File: config.mk
export PLATFORM = sky130hd
export DESIGN_NAME = sync_fifo_flex
export DESIGN_NICKNAME = d
export VERILOG_FILES = /design/src/rtl/sync_fifo_pkg.sv /design/src/rtl/fifo_ram_sp.sv /design/src/rtl/sync_fifo_flex_chk.sv /design/src/rtl/sync_fifo_flex.sv
export SDC_FILE = /design/constraint.sdc
export NUM_CORES = 1
export LEC_CHECK = 0
export ABC_CLOCK_PERIOD_IN_PS = 2900
export CAP_MARGIN = 25
export CELL_PAD_IN_SITES_DETAIL_PLACEMENT = 0
export CELL_PAD_IN_SITES_GLOBAL_PLACEMENT = 1
export CORE_ASPECT_RATIO = 0.75
export CORE_MARGIN = 1.5
export CORE_UTILIZATION = 48
export CTS_CLUSTER_SIZE = 10
export DETAILED_ROUTE_END_ITERATION = 16
export PLACE_DENSITY_LB_ADDON = 0.05
export SLEW_MARGIN = 20
export SYNTH_ARGS = -nofsm -noshare
export SYNTH_HDL_FRONTEND = slang
export SYNTH_SLANG_ARGS = --single-unit
File: constraint.sdc
create_clock -name clk -period 2.9 [get_ports clk]
set_input_delay 0.435 -clock clk [delete_from_list [all_inputs] [get_ports clk]]
set_output_delay 0.435 -clock clk [all_outputs]
set_load 0.005 [all_outputs]
File: src/rtl/sync_fifo_pkg.sv
// Shared helpers for the flexible synchronous FIFO: count width and
// explicit-wrap pointer increment for depths that need not be a power of two.
package sync_fifo_pkg;

  typedef struct packed {
    logic full;
    logic empty;
    logic almost_full;
    logic almost_empty;
  } fifo_flags_t;

  function automatic int fifo_cw(input int depth);
    return $clog2(depth + 1);
  endfunction

  function automatic int ptr_inc(input int ptr, input int depth);
    if (ptr >= depth - 1) begin
      return 0;
    end else begin
      return ptr + 1;
    end
  endfunction

endpackage

File: src/rtl/fifo_ram_sp.sv
// WIDTH x DEPTH register array with one synchronous write port and one
// asynchronous read port.
module fifo_ram_sp #(
  parameter int WIDTH = 8,
  parameter int DEPTH = 8,
  localparam int AW = (DEPTH > 1) ? $clog2(DEPTH) : 1
) (
  input  logic             clk,
  input  logic             we_i,
  input  logic [AW-1:0]    waddr_i,
  input  logic [WIDTH-1:0] wdata_i,
  input  logic [AW-1:0]    raddr_i,
  output logic [WIDTH-1:0] rdata_o
);

  logic [WIDTH-1:0] mem_q [DEPTH];

  // Storage write; contents are intentionally not cleared by reset.
  always_ff @(posedge clk) begin
    if (we_i) begin
      mem_q[waddr_i] <= wdata_i;
    end
  end

  assign rdata_o = mem_q[raddr_i];

endmodule

File: src/rtl/sync_fifo_flex_chk.sv
// Structural invariants of the FIFO occupancy flags.
module sync_fifo_flex_chk #(
  parameter int DEPTH = 8,
  parameter int CW    = 4
) (
  input logic          clk,
  input logic          rst_n,
  input logic          full_i,
  input logic          empty_i,
  input logic [CW-1:0] count_i
);

  a_not_full_and_empty: assert property (@(posedge clk) disable iff (!rst_n)
    !(full_i && empty_i));

  a_count_bounded: assert property (@(posedge clk) disable iff (!rst_n)
    count_i <= CW'(DEPTH));

  a_full_matches_count: assert property (@(posedge clk) disable iff (!rst_n)
    full_i == (count_i == CW'(DEPTH)));

  a_empty_matches_count: assert property (@(posedge clk) disable iff (!rst_n)
    empty_i == (count_i == {CW{1'b0}}));

endmodule

File: src/rtl/sync_fifo_flex.sv
// Single-clock FIFO with arbitrary depth, programmable thresholds, occupancy
// count, sticky error flags and selectable standard / first-word-fall-through reads.
module sync_fifo_flex
  import sync_fifo_pkg::*;
#(
  parameter int WIDTH    = 8,
  parameter int DEPTH    = 8,
  parameter int AF_LEVEL = DEPTH - 2,
  parameter int AE_LEVEL = 2,
  parameter int FWFT     = 0,
  localparam int CW      = fifo_cw(DEPTH)
) (
  input  logic             clk,
  input  logic             rst_n,
  input  logic             wr_en,
  input  logic [WIDTH-1:0] data_in,
  input  logic             rd_en,
  output logic [WIDTH-1:0] data_out,
  output logic             rd_valid,
  output logic             full,
  output logic             empty,
  output logic             almost_full,
  output logic             almost_empty,
  output logic [CW-1:0]    count,
  output logic             overflow,
  output logic             underflow,
  input  logic             err_clr
);

  localparam int PW = (DEPTH > 1) ? $clog2(DEPTH) : 1;

  logic [PW-1:0]    wr_ptr_q, wr_ptr_d;
  logic [PW-1:0]    rd_ptr_q, rd_ptr_d;
  logic [CW-1:0]    count_q, count_d;
  fifo_flags_t      flags_q, flags_d;
  logic             ovf_q, ovf_d;
  logic             udf_q, udf_d;
  logic [WIDTH-1:0] dout_q, dout_d;
  logic             rvalid_q, rvalid_d;
  logic             wr_acc_s, rd_acc_s;
  logic [WIDTH-1:0] ram_rdata_s;

  fifo_ram_sp #(
    .WIDTH (WIDTH),
    .DEPTH (DEPTH)
  ) u_ram (
    .clk     (clk),
    .we_i    (wr_acc_s),
    .waddr_i (wr_ptr_q),
    .wdata_i (data_in),
    .raddr_i (rd_ptr_q),
    .rdata_o (ram_rdata_s)
  );

  // Accept decisions from pre-edge flags; a read frees the slot a full write needs.
  always_comb begin
    rd_acc_s = rd_en & ~flags_q.empty;
    wr_acc_s = wr_en & (~flags_q.full | rd_acc_s);
  end

  // Pointer, occupancy and flag next-state; flags follow next-count so they align with count.
  always_comb begin
    wr_ptr_d = wr_ptr_q;
    rd_ptr_d = rd_ptr_q;
    count_d  = count_q;
    if (wr_acc_s) begin
      wr_ptr_d = PW'(ptr_inc(int'(wr_ptr_q), DEPTH));
    end else begin
      wr_ptr_d = wr_ptr_q;
    end
    if (rd_acc_s) begin
      rd_ptr_d = PW'(ptr_inc(int'(rd_ptr_q), DEPTH));
    end else begin
      rd_ptr_d = rd_ptr_q;
    end
    case ({wr_acc_s, rd_acc_s})
      2'b10:   count_d = count_q + CW'(1);
      2'b01:   count_d = count_q - CW'(1);
      default: count_d = count_q;
    endcase
    flags_d.full         = (count_d == CW'(DEPTH));
    flags_d.empty        = (count_d == {CW{1'b0}});
    flags_d.almost_full  = (count_d >= CW'(AF_LEVEL));
    flags_d.almost_empty = (count_d <= CW'(AE_LEVEL));
  end

  // Sticky error flags; a new error in the clearing cycle takes priority.
  always_comb begin
    ovf_d = ovf_q;
    udf_d = udf_q;
    if (err_clr) begin
      ovf_d = 1'b0;
      udf_d = 1'b0;
    end else begin
      ovf_d = ovf_q;
      udf_d = udf_q;
    end
    if (wr_en & ~wr_acc_s) begin
      ovf_d = 1'b1;
    end else begin
      ovf_d = ovf_d;
    end
    if (rd_en & flags_q.empty) begin
      udf_d = 1'b1;
    end else begin
      udf_d = udf_d;
    end
  end

  // Standard-mode read register: capture head on an accepted read, hold otherwise.
  always_comb begin
    dout_d   = dout_q;
    rvalid_d = 1'b0;
    if (FWFT == 0) begin
      if (rd_acc_s) begin
        dout_d   = ram_rdata_s;
        rvalid_d = 1'b1;
      end else begin
        dout_d   = dout_q;
        rvalid_d = 1'b0;
      end
    end else begin
      dout_d   = {WIDTH{1'b0}};
      rvalid_d = 1'b0;
    end
  end

  // State registers with synchronous active-low reset.
  always_ff @(posedge clk) begin
    if (!rst_n) begin
      wr_ptr_q <= {PW{1'b0}};
      rd_ptr_q <= {PW{1'b0}};
      count_q  <= {CW{1'b0}};
      flags_q  <= '{full: 1'b0, empty: 1'b1, almost_full: 1'b0, almost_empty: 1'b1};
      ovf_q    <= 1'b0;
      udf_q    <= 1'b0;
      dout_q   <= {WIDTH{1'b0}};
      rvalid_q <= 1'b0;
    end else begin
      wr_ptr_q <= wr_ptr_d;
      rd_ptr_q <= rd_ptr_d;
      count_q  <= count_d;
      flags_q  <= flags_d;
      ovf_q    <= ovf_d;
      udf_q    <= udf_d;
      dout_q   <= dout_d;
      rvalid_q <= rvalid_d;
    end
  end

  // In FWFT mode the head is presented straight from the array; blanked while empty.
  assign data_out     = (FWFT != 0) ? (flags_q.empty ? {WIDTH{1'b0}} : ram_rdata_s) : dout_q;
  assign rd_valid     = (FWFT != 0) ? ~flags_q.empty : rvalid_q;
  assign full         = flags_q.full;
  assign empty        = flags_q.empty;
  assign almost_full  = flags_q.almost_full;
  assign almost_empty = flags_q.almost_empty;
  assign count        = count_q;
  assign overflow     = ovf_q;
  assign underflow    = udf_q;

  sync_fifo_flex_chk #(
    .DEPTH (DEPTH),
    .CW    (CW)
  ) u_chk (
    .clk     (clk),
    .rst_n   (rst_n),
    .full_i  (flags_q.full),
    .empty_i (flags_q.empty),
    .count_i (count_q)
  );

endmodule

Word-level counts from Yosys, hierarchy flattened

Memories as Yosys holds them, arrays and structs flattened. A register that Yosys moved wholly into a read port is not among the register bits.
Cells that the tools add are included.

Register bits after elaboration: 17
RAM bits: 64
Bits of input ports: 13
Output and inout port bits: 19
Word-level logic and storage cells: 43
Memories: 1

Memories:

| memory      | words | bits a word | rd ports | clocked after Yosys merged registers in | write ports | line              | text |
|---|---|---|---|---|---|---|---|
| u_ram.mem_q | 8     | 8           | 1        | 1                                       | 1           | fifo_ram_sp.sv:16 | `logic [WIDTH-1:0] mem_q [DEPTH];` |

Add/sub/neg operators: 4
$lt $le $gt $ge: 4
Equal/unequal tests: 3
Multiplexer cells: 9
Bitwise gates (word level): 8
Reduce and logical (&&, ||, !) cells: 4

Operators by type and width:

| kind                                                                  | count |
|---|---|
| 4-bit one-hot mux with 2 select lines                                 | 1 |
| 3-bit by 1-bit adder with 3-bit output, second input constant         | 2 |
| 3-bit >= comparator, second input constant                            | 2 |
| 1-bit two-way mux                                                     | 6 |
| 3-bit two-way mux                                                     | 2 |
| 4-bit by 1-bit adder with 4-bit output, second input constant         | 1 |
| 1-bit AND                                                             | 4 |
| 4-bit == test, second input constant                                  | 1 |
| 4-bit by 3-bit >= comparator with 1-bit output, second input constant | 1 |
| 4-bit by 2-bit <= comparator with 1-bit output, second input constant | 1 |
| 4-bit logical NOT                                                     | 1 |
| 2-bit nonzero test                                                    | 2 |
| 4-bit by 1-bit subtractor with 4-bit output, second input constant    | 1 |
| 1-bit NOT                                                             | 3 |
| 2-bit by 1-bit == test with 1-bit output, second input constant       | 1 |
| 2-bit == test, second input constant                                  | 1 |
| 1-bit logical NOT                                                     | 1 |
| 1-bit OR                                                              | 1 |

Longest topological paths before layout

Depth after elaboration: 7
Mapped depth: 13
Depth with buffers taken out: 12

Hierarchy

From an unflattened synthesis, not the netlist that was laid out.

Cell total of the unflattened synthesis: 230
Area total of the unflattened synthesis: 3622.2 µm²

By module, submodules not included:

| module         | instances | cells each | area each (µm²) | sequential area each (µm²) |
|---|---|---|---|---|
| fifo_ram_sp    | 1         | 106        | 2531.2          | 1921.8 |
| sync_fifo_flex | 1         | 124        | 1091.0          | 500.5 |

Least setup slack after synthesis

No wires, ideal clock.

Path kind: input port to flip-flop
From: input rd_en
To: register flags_q (netlist bit empty)
Setup time: 74 ps
Arrival: 2577 ps
Data required time: 2826 ps
Setup slack: 248 ps
Stages: 12
Path buffers: 2
Cell sequence: nand2b_1 > buf_2 > clkinv_1 > clkbuf_1 > ha_1 > xor2_1 > ha_1 > a21oi_1 > mux2i_1 > xor2_1 > o21ai_0 > o21ai_0

Longest elaborated chain between the ends: 6
Elaborated cells on any way between the ends: 7
Those cells by class: 2 x eq/ne; 1 x mux; 3 x bitwise; 1 x reduce/logical

RTL lines:

| what                                                                             | line                  | text |
|---|---|---|
| from (decl)                                                                      | sync_fifo_flex.sv:17  | `input logic rd_en,` |
| 1-bit AND *                                                                      | sync_fifo_flex.sv:57  | `rd_acc_s = rd_en & ~flags_q.empty;` |
| net rd_acc_s                                                                     | sync_fifo_flex.sv:40  | `logic wr_acc_s, rd_acc_s;` |
| 1-bit OR                                                                         | sync_fifo_flex.sv:58  | `wr_acc_s = wr_en & (~flags_q.full \| rd_acc_s);` |
| 1-bit AND                                                                        | sync_fifo_flex.sv:58  |  |
| 2-bit by 1-bit == test with 1-bit output / 2-bit == test (equally long branches) | sync_fifo_flex.sv:76  | `case ({wr_acc_s, rd_acc_s})` |
| 4-bit one-hot mux with 2 select lines *                                          | sync_fifo_flex.sv:76  |  |
| 4-bit logical NOT *                                                              | sync_fifo_flex.sv:82  | `flags_d.empty = (count_d == {CW{1'b0}});` |
| to (signal assigned)                                                             | sync_fifo_flex.sv:134 | `flags_q <= '{full: 1'b0, empty: 1'b1, almost_full: 1'b0, almost_empty: 1'b1};` |
| to (signal assigned)                                                             | sync_fifo_flex.sv:143 | `flags_q <= flags_d;` |
| to (decl)                                                                        | sync_fifo_flex.sv:35  | `fifo_flags_t flags_q, flags_d;` |

The timed path passes the listed nets; every way through them passes the cells marked *.
A chain may end at the register's enable or synchronous reset.

Worst setup path after layout

From: input rd_en
To: register flags_q (netlist bit empty)

Longest elaborated chain between the ends: 6
Elaborated cells on any way between the ends: 7
Those cells by class: 2 x eq/ne; 1 x mux; 3 x bitwise; 1 x reduce/logical

RTL lines:

| what                                                                             | line |
|---|---|
| 1-bit AND *                                                                      | sync_fifo_flex.sv:57 |
| 1-bit OR                                                                         | sync_fifo_flex.sv:58 |
| 1-bit AND                                                                        | sync_fifo_flex.sv:58 |
| 2-bit by 1-bit == test with 1-bit output / 2-bit == test (equally long branches) | sync_fifo_flex.sv:76 |
| 4-bit one-hot mux with 2 select lines *                                          | sync_fifo_flex.sv:76 |
| 4-bit logical NOT *                                                              | sync_fifo_flex.sv:82 |

Mark *: on every way between the ends. The rest lies on a longest branch, timed or not.

==> results.tsv <==
metric	value	unit
status	finished, final reports clean	
max-slew violations	0	
first-pass GRT wire length	10200	um
initial DRC count	80	
Post-CTS Setup Inserts	0	
dpl ws	-0.0565	ns
CP max FO	4	
Synth Area in Compound Gates	4.58	%
Post-Syn Instances	226	
DR vias/cell	5.24	
Reg area	2420	um2
Worst-Margin Slew	0.766	ns
reg2reg start	empty	
commonest non-fill, non-tap cell in the layout	edfxtp_1	
top cells by area, synth	edfxtp_1 54%, dfxtp_1 14%, mux4_2 10%, mux2i_1 2.5%, ha_1 2.5%	
PostCTS Resize Cnt	0	
Leakage	1.41	nW
synth warn	0	
WL final	6530	um
Final Cycle Share	91.1	%
vias in the first global route	1869	
Final Hold Viols	0	
XOR/XNOR Fraction of Synth Area	1.23	%
Worst Hold Slack	0.498	ns
clock insertion delay at the later pin of the skew report	0.35	ns
Synth area leader	edfxtp_1	
pwr dens	704	nW/um2
Rows	26	
FF+latch count, synth	89	
Worst R2R Setup Slack	0.42	ns
Worst Path Arrival	2.93	ns
Reg2Reg Depth	12	
RSZ-0062 raised after global routing	false	
clock sink count	89	
Vias	1961	
dpl cell area	4040	um2
critical setup path kind	primary input to register	
adder-cell area share of the yosys netlist	2.47	%
HP Class	register to register	
initial antenna violation count	0	
Layout Skew	0.00839	ns
multi-input logic area	1050	um2
CP Launch Type	primary input	
Wirelength per Cell	17.4	um
crit path from	rd_en	
Netlist cell types	39	
Die ar.	7930	um2
Nets	291	
main combinational cell family by area after synthesis	multiplexers	
die height	77.5	um
I/O Buffers	31	
clock tree buffer depth	2	
DP HPWL	4120	um
Final TNS setup	0	ns
worst reg2reg path endpoint	empty	
CP required	3.18	ns
Fmax achieved	0.378	GHz
placed insts	358	
Hold Buf Count CTS	0	
GRT Overall Usage	18.4	%
TritonCTS clock tree	done	
H-tree levels	3	
total grt overflow	0	
maximum VDD drop	0.000307	V
Seq/Total Area, Yosys	68.2	%
Mean Syn Cell Area	15.7	um2
Final min period	2.64	ns
DR pass1 iterations	4	
Core Region	6990	um2
non-filler instance count after layout	374	
max-cap violations	0	
RePlAce Congestion	0.761	
Critical Path End Type	register	
Setup WS post-layout	0.258	ns
Yosys top cell area share	54.1	%
cts bufs inserted	9	
commonest cells after routing, fill and taps aside	64 x edfxtp_1, 31 x clkdlybuf4s50_1, 25 x dfxtp_1	
Ant. Diodes	0	
Final Setup Violations	0	
I/O pin cnt	32	
CP Capture Point	empty	
post-synthesis net count	246	
clock transition at the registers of the reported paths	0.08	ns
Layout fillers	560	
mux share of post-synthesis cell area	13.0	%
remaining antenna violation count	0	
layout cells sized above 1	18.5	%
buffer type at the clock tree root	clkbuf_8	
Die X	102	um
final instance area	4200	um2
largest net degree at the start of global routing	23	
Post-Synth Simple-Gate Area	8.00	%
relative slew slack	48.8	%
DRC	0	
Initial Util	50.8	%
post-synthesis cell area	3550	um2
P&R area growth vs syn	18.3	%
[flip-flops by register name (all words and copies together) (netlist names)]
register,cells
u_ram.mem_q,64
data_out,8
count,4
rd_ptr_q,3
wr_ptr_q,3
almost_empty,1
almost_full,1
empty,1
full,1
overflow,1
rd_valid,1
underflow,1
[worst max-delay path, stage by stage]
cell,delay [ns]
clkdlybuf4s50_1,0.48
nand2b_1,0.10
nand2_1,0.07
and2_1,0.21
inv_2,0.06
ha_1,0.20
xor2_1,0.15
ha_1,0.19
a21oi_1,0.14
mux2i_1,0.23
xor2_1,0.28
o21ai_0,0.20
o21ai_0,0.17
[Yosys cell counts]
master,instances
a211o_1,1
a211oi_1,8
a21oi_1,7
a22oi_1,1
a31oi_4,1
a32oi_1,1
and2_1,1
buf_2,5
buf_4,2
buf_6,1
clkbuf_1,4
clkbuf_2,1
clkinv_1,1
dfxtp_1,25
edfxtp_1,64
ha_1,7
inv_1,3
inv_2,1
mux2_2,1
mux2i_1,9
mux4_2,16
nand2_1,12
nand2b_1,4
nand3_1,4
nand3b_1,1
nand4_1,1
nand4b_1,2
nor2_1,21
nor2b_1,1
nor3_1,5
nor3_2,1
nor3b_1,2
nor4_1,1
o21ai_0,3
o22ai_1,1
or3_1,1
or3b_1,1
xnor2_1,1
xor2_1,4
[metal layers]
layer	GRT usage [%]	part of all wire, %
met1	27.3	51
met2	26.2	45
met3	6.22	4.0
met4	4.52	0.20
met5	0	0
[worst min-delay path by stage]
stage / from / to / slack, ns / depth (start not counted)
3_5_place_dp: overflow / overflow / 0.48 / 2
3_3_place_gp: overflow / overflow / 0.47 / 2
6_report: overflow / overflow / 0.50 / 2
2_1_floorplan: overflow / overflow / 0.48 / 2
5_1_grt: overflow / overflow / 0.52 / 2
4_1_cts: overflow / overflow / 0.50 / 2
[where the power goes]
| group | total (mW) | switching (mW) | internal [mW] |
|---|---|---|---|
| Sequential | 1.55 | 0.0794 | 1.47 |
| Clock | 0.718 | 0.413 | 0.306 |
| Combinational | 0.690 | 0.317 | 0.372 |
| Total | 2.96 | 0.809 | 2.15 |
[through the flow]
| step | power [mW] | utilization [%] |
|---|---|---|
| 2_1_floorplan | 2.00 | - |
| 3_3_place_gp | 2.28 | 57.8 |
| 3_5_place_dp | 2.27 | 57.8 |
| 4_1_cts | 2.99 | 60.1 |
| 5_1_grt | 3.14 | 60.1 |
| 6_report | 2.96 | 60.1 |
[logic make-up (layout without fill, tap and decap cells)]
| group | Yosys count | count (layout) |
|---|---|---|
| AO/OA/AOI/OAI | 23 | 23 |
| XOR/XNOR | 5 | 5 |
| multiplexers | 26 | 26 |
| adder cells (fa/ha/maj) | 7 | 7 |
| buffers and inverters | 18 | 68 |
| flip-flops | 89 | 89 |
| AND/OR/NAND/NOR | 58 | 58 |
[final cells by class]
cell class | count | share of cell area, %
Tap cell | 98 | 2.92
Clock buffer | 10 | 3.04
Sequential cell | 89 | 57.6
Inverter | 5 | 0.447
Clock inverter | 6 | 0.834
Timing Repair Buffer | 47 | 10.2
Multi-Input combinational cell | 119 | 24.9
Note: power is estimated with default switching activity, not from simulation.
==> RTL edit, RTL diff (same settings) <==
`DEPTH` is set to 8 in 3 places; all go to 16.
--- a/src/rtl/fifo_ram_sp.sv
+++ b/src/rtl/fifo_ram_sp.sv
@@ -2,7 +2,7 @@
 // asynchronous read port.
 module fifo_ram_sp #(
   parameter int WIDTH = 8,
-  parameter int DEPTH = 8,
+  parameter int DEPTH = 16,
   localparam int AW = (DEPTH > 1) ? $clog2(DEPTH) : 1
 ) (
   input  logic             clk,
--- a/src/rtl/sync_fifo_flex_chk.sv
+++ b/src/rtl/sync_fifo_flex_chk.sv
@@ -1,6 +1,6 @@
 // Structural invariants of the FIFO occupancy flags.
 module sync_fifo_flex_chk #(
-  parameter int DEPTH = 8,
+  parameter int DEPTH = 16,
   parameter int CW    = 4
 ) (
   input logic          clk,
--- a/src/rtl/sync_fifo_flex.sv
+++ b/src/rtl/sync_fifo_flex.sv
@@ -4,7 +4,7 @@
   import sync_fifo_pkg::*;
 #(
   parameter int WIDTH    = 8,
-  parameter int DEPTH    = 8,
+  parameter int DEPTH    = 16,
   parameter int AF_LEVEL = DEPTH - 2,
   parameter int AE_LEVEL = 2,
   parameter int FWFT     = 0,
Ports: changed (resized count); port bits go from 32 to 33. No check against the original RTL was run, so the function may have changed too.
==> RTL edit against the unedited design <==
- final area grew 83%
- critical path depth shrank 2
- routed wire length grew 100%
- hold slack lost 0.071 ns
- area after synthesis grew 79%
- largest power group unchanged
- power grew 90%
- highest routed layer unchanged
- largest cell class unchanged
- sequential cell count grew 67
- worst setup slack lost 0.16 ns
==> RTL edit: results (changes against the unedited design) <==
worst_hold_path:
  worstHoldStart: "rd_en"
  hold_class: "in2reg"
  hold_depth: 3  # +1
  worst_hold_path.endpoint: "underflow"
clock_network:
  h-tree-depth: 4  # +1
  clkLatencyLatePin_ns: 0.41  # +0.06 ns
  cts-root-buf: "clkbuf_16"
  clk_pin_slew_ns: 0.06  # -0.02 ns
  cts_inserted_buffers: 17  # +8
power_and_ir_drop:
  irDropWorstVdd_v: 0.000489  # +59%
  pg_seq_w: 0.00259  # +67%
  p_sw_frac: 0.251  # -0.0226
  leakagePower_nw: 2.58  # +84%
  combPwrFrac: 0.163  # -0.070
  power_switching_w: 0.00141  # +74%
routing:
  via_per_inst: 5.58  # +6.4%
  wire_per_inst_um: 20.8  # +19%
  drt_iter0_drc: 251  # +210%
outcome:
  status: "complete, no violations"
layout:
  antenna_cells: 0  # unchanged
  n_fill_cell: 971  # +73%
  drive_above_1_share: 0.268  # +0.0829
  largest_register_ffs: 128  # +100%
  nNetsFinal: 475  # +63%
critical_path:
  crit_arrival_ns: 3.14  # +0.21 ns
  r2r_slack_ns: 0.18  # -0.24 ns
  reg2reg_depth: 11  # -1
  cpLargestDelayFamily: "simple AND/OR/NAND/NOR gates"
  cp_max_fo: 2  # -2
  reg2reg_to: "almost_empty"
yosys:
  yosys-top-cells-count: "edfxtp_1, mux4_2, dfxtp_1"
  synth_xor_area_frac: 0.0132  # +0.000881
  synth-edff-count: 128  # +100%
  synth.mux.area_fraction: 0.118  # -0.0117
  synth_fa_ha_area_frac: 0.0158  # -0.00888
  synth_area_leaders: "edfxtp_1, mux4_2, dfxtp_1"
  syn_nets: 399  # +62%
  yosysSeqAreaShare: 0.694  # +0.0121
  synth_compound_area_frac: 0.0686  # +0.0228
  synth_cell_types: 53  # +36%
placed_design:
  place_hpwl_um: 8950  # +120%
  portBuffers: 32  # +3.2%
  place_ws_ns: -0.376  # -0.319 ns
  gp_congestion: 0.786  # +3.3%
global_routing:
  grt_pass1_wl_um: 20200  # +98%
  grtUsageTotal: 0.206  # +0.0222
  grt_start_max_net_pins: 26  # +13%
  grt_pass1_vias: 3447  # +84%
timing:
  finClkSkew_ns: 0.00899  # +0.000592 ns
  worst_slew_pin_slew_ns: 0.816  # +0.0493 ns
[RTL edit: changes by cell type after synthesis, sizes merged, moves of 6 or more]
cell and delta:
mux2i -6, mux4 +16, a211oi -7, edfxtp +64, a21boi +6, o22ai +16, buf +8, o31ai +9
[RTL edit: layout make-up]
| class | instances | share of cell area |
|---|---|---|
| inverters | 7 | 0.00341 |
| clock inverters | 14 | 0.0177 |
| well taps | 171 | 0.0278 |
| clock buffers | 18 | 0.0557 |
| flip-flops and latches | 156 | 0.572 |
| repair buffers | 79 | 0.0877 |
| multi-input cells | 193 | 0.236 |
[RTL edit: layer usage]
metal  vias up  track usage  part of all wire
met5         -            0                 0
met3        10       0.0433             0.037
met4         0       0.0728            0.0092
li1       1661            -                 -
met1      1819        0.304              0.49
met2        68        0.306              0.47
[RTL edit: worst max path at each step]
stage	depth (start not counted)	start	endpoint	slack (ns)
after floorplan	12	rd_en	almost_empty	0.02
after global placement	12	rd_en	almost_empty	-0.32
after detailed placement	12	rd_en	almost_empty	-0.38
after CTS	12	rd_en	almost_empty	0.04
after global routing	11	wr_en	almost_empty	0.02
final	11	wr_en	almost_empty	0.1
[RTL edit: timing repair]
item,CTS,global route
endpoints found under the setup margin,0,2
gates resized for setup,0,3
hold buffers,0,0
buffers inserted,0,2
[RTL edit: metrics by stage]
stage          instances  instance area [um2]  hold slack (ns)
6_report             638                 7710            0.427
3_3_place_gp         604                 7120            0.464
3_5_place_dp         604                 7120            0.478
4_1_cts              636                 7680            0.487
5_1_grt              638                 7710            0.435
2_1_floorplan        378                 6360            0.465
[RTL edit: worst reg2reg max path: cells and delay by family (launching register included)]
family | cells | cell delay, ns
fa+ha+maj | 2 | 0.40
flops | 1 | 0.35
simple gates | 3 | 1.03
xor+xnor | 2 | 0.31
compound gates | 2 | 0.40
buf+inv | 2 | 0.15
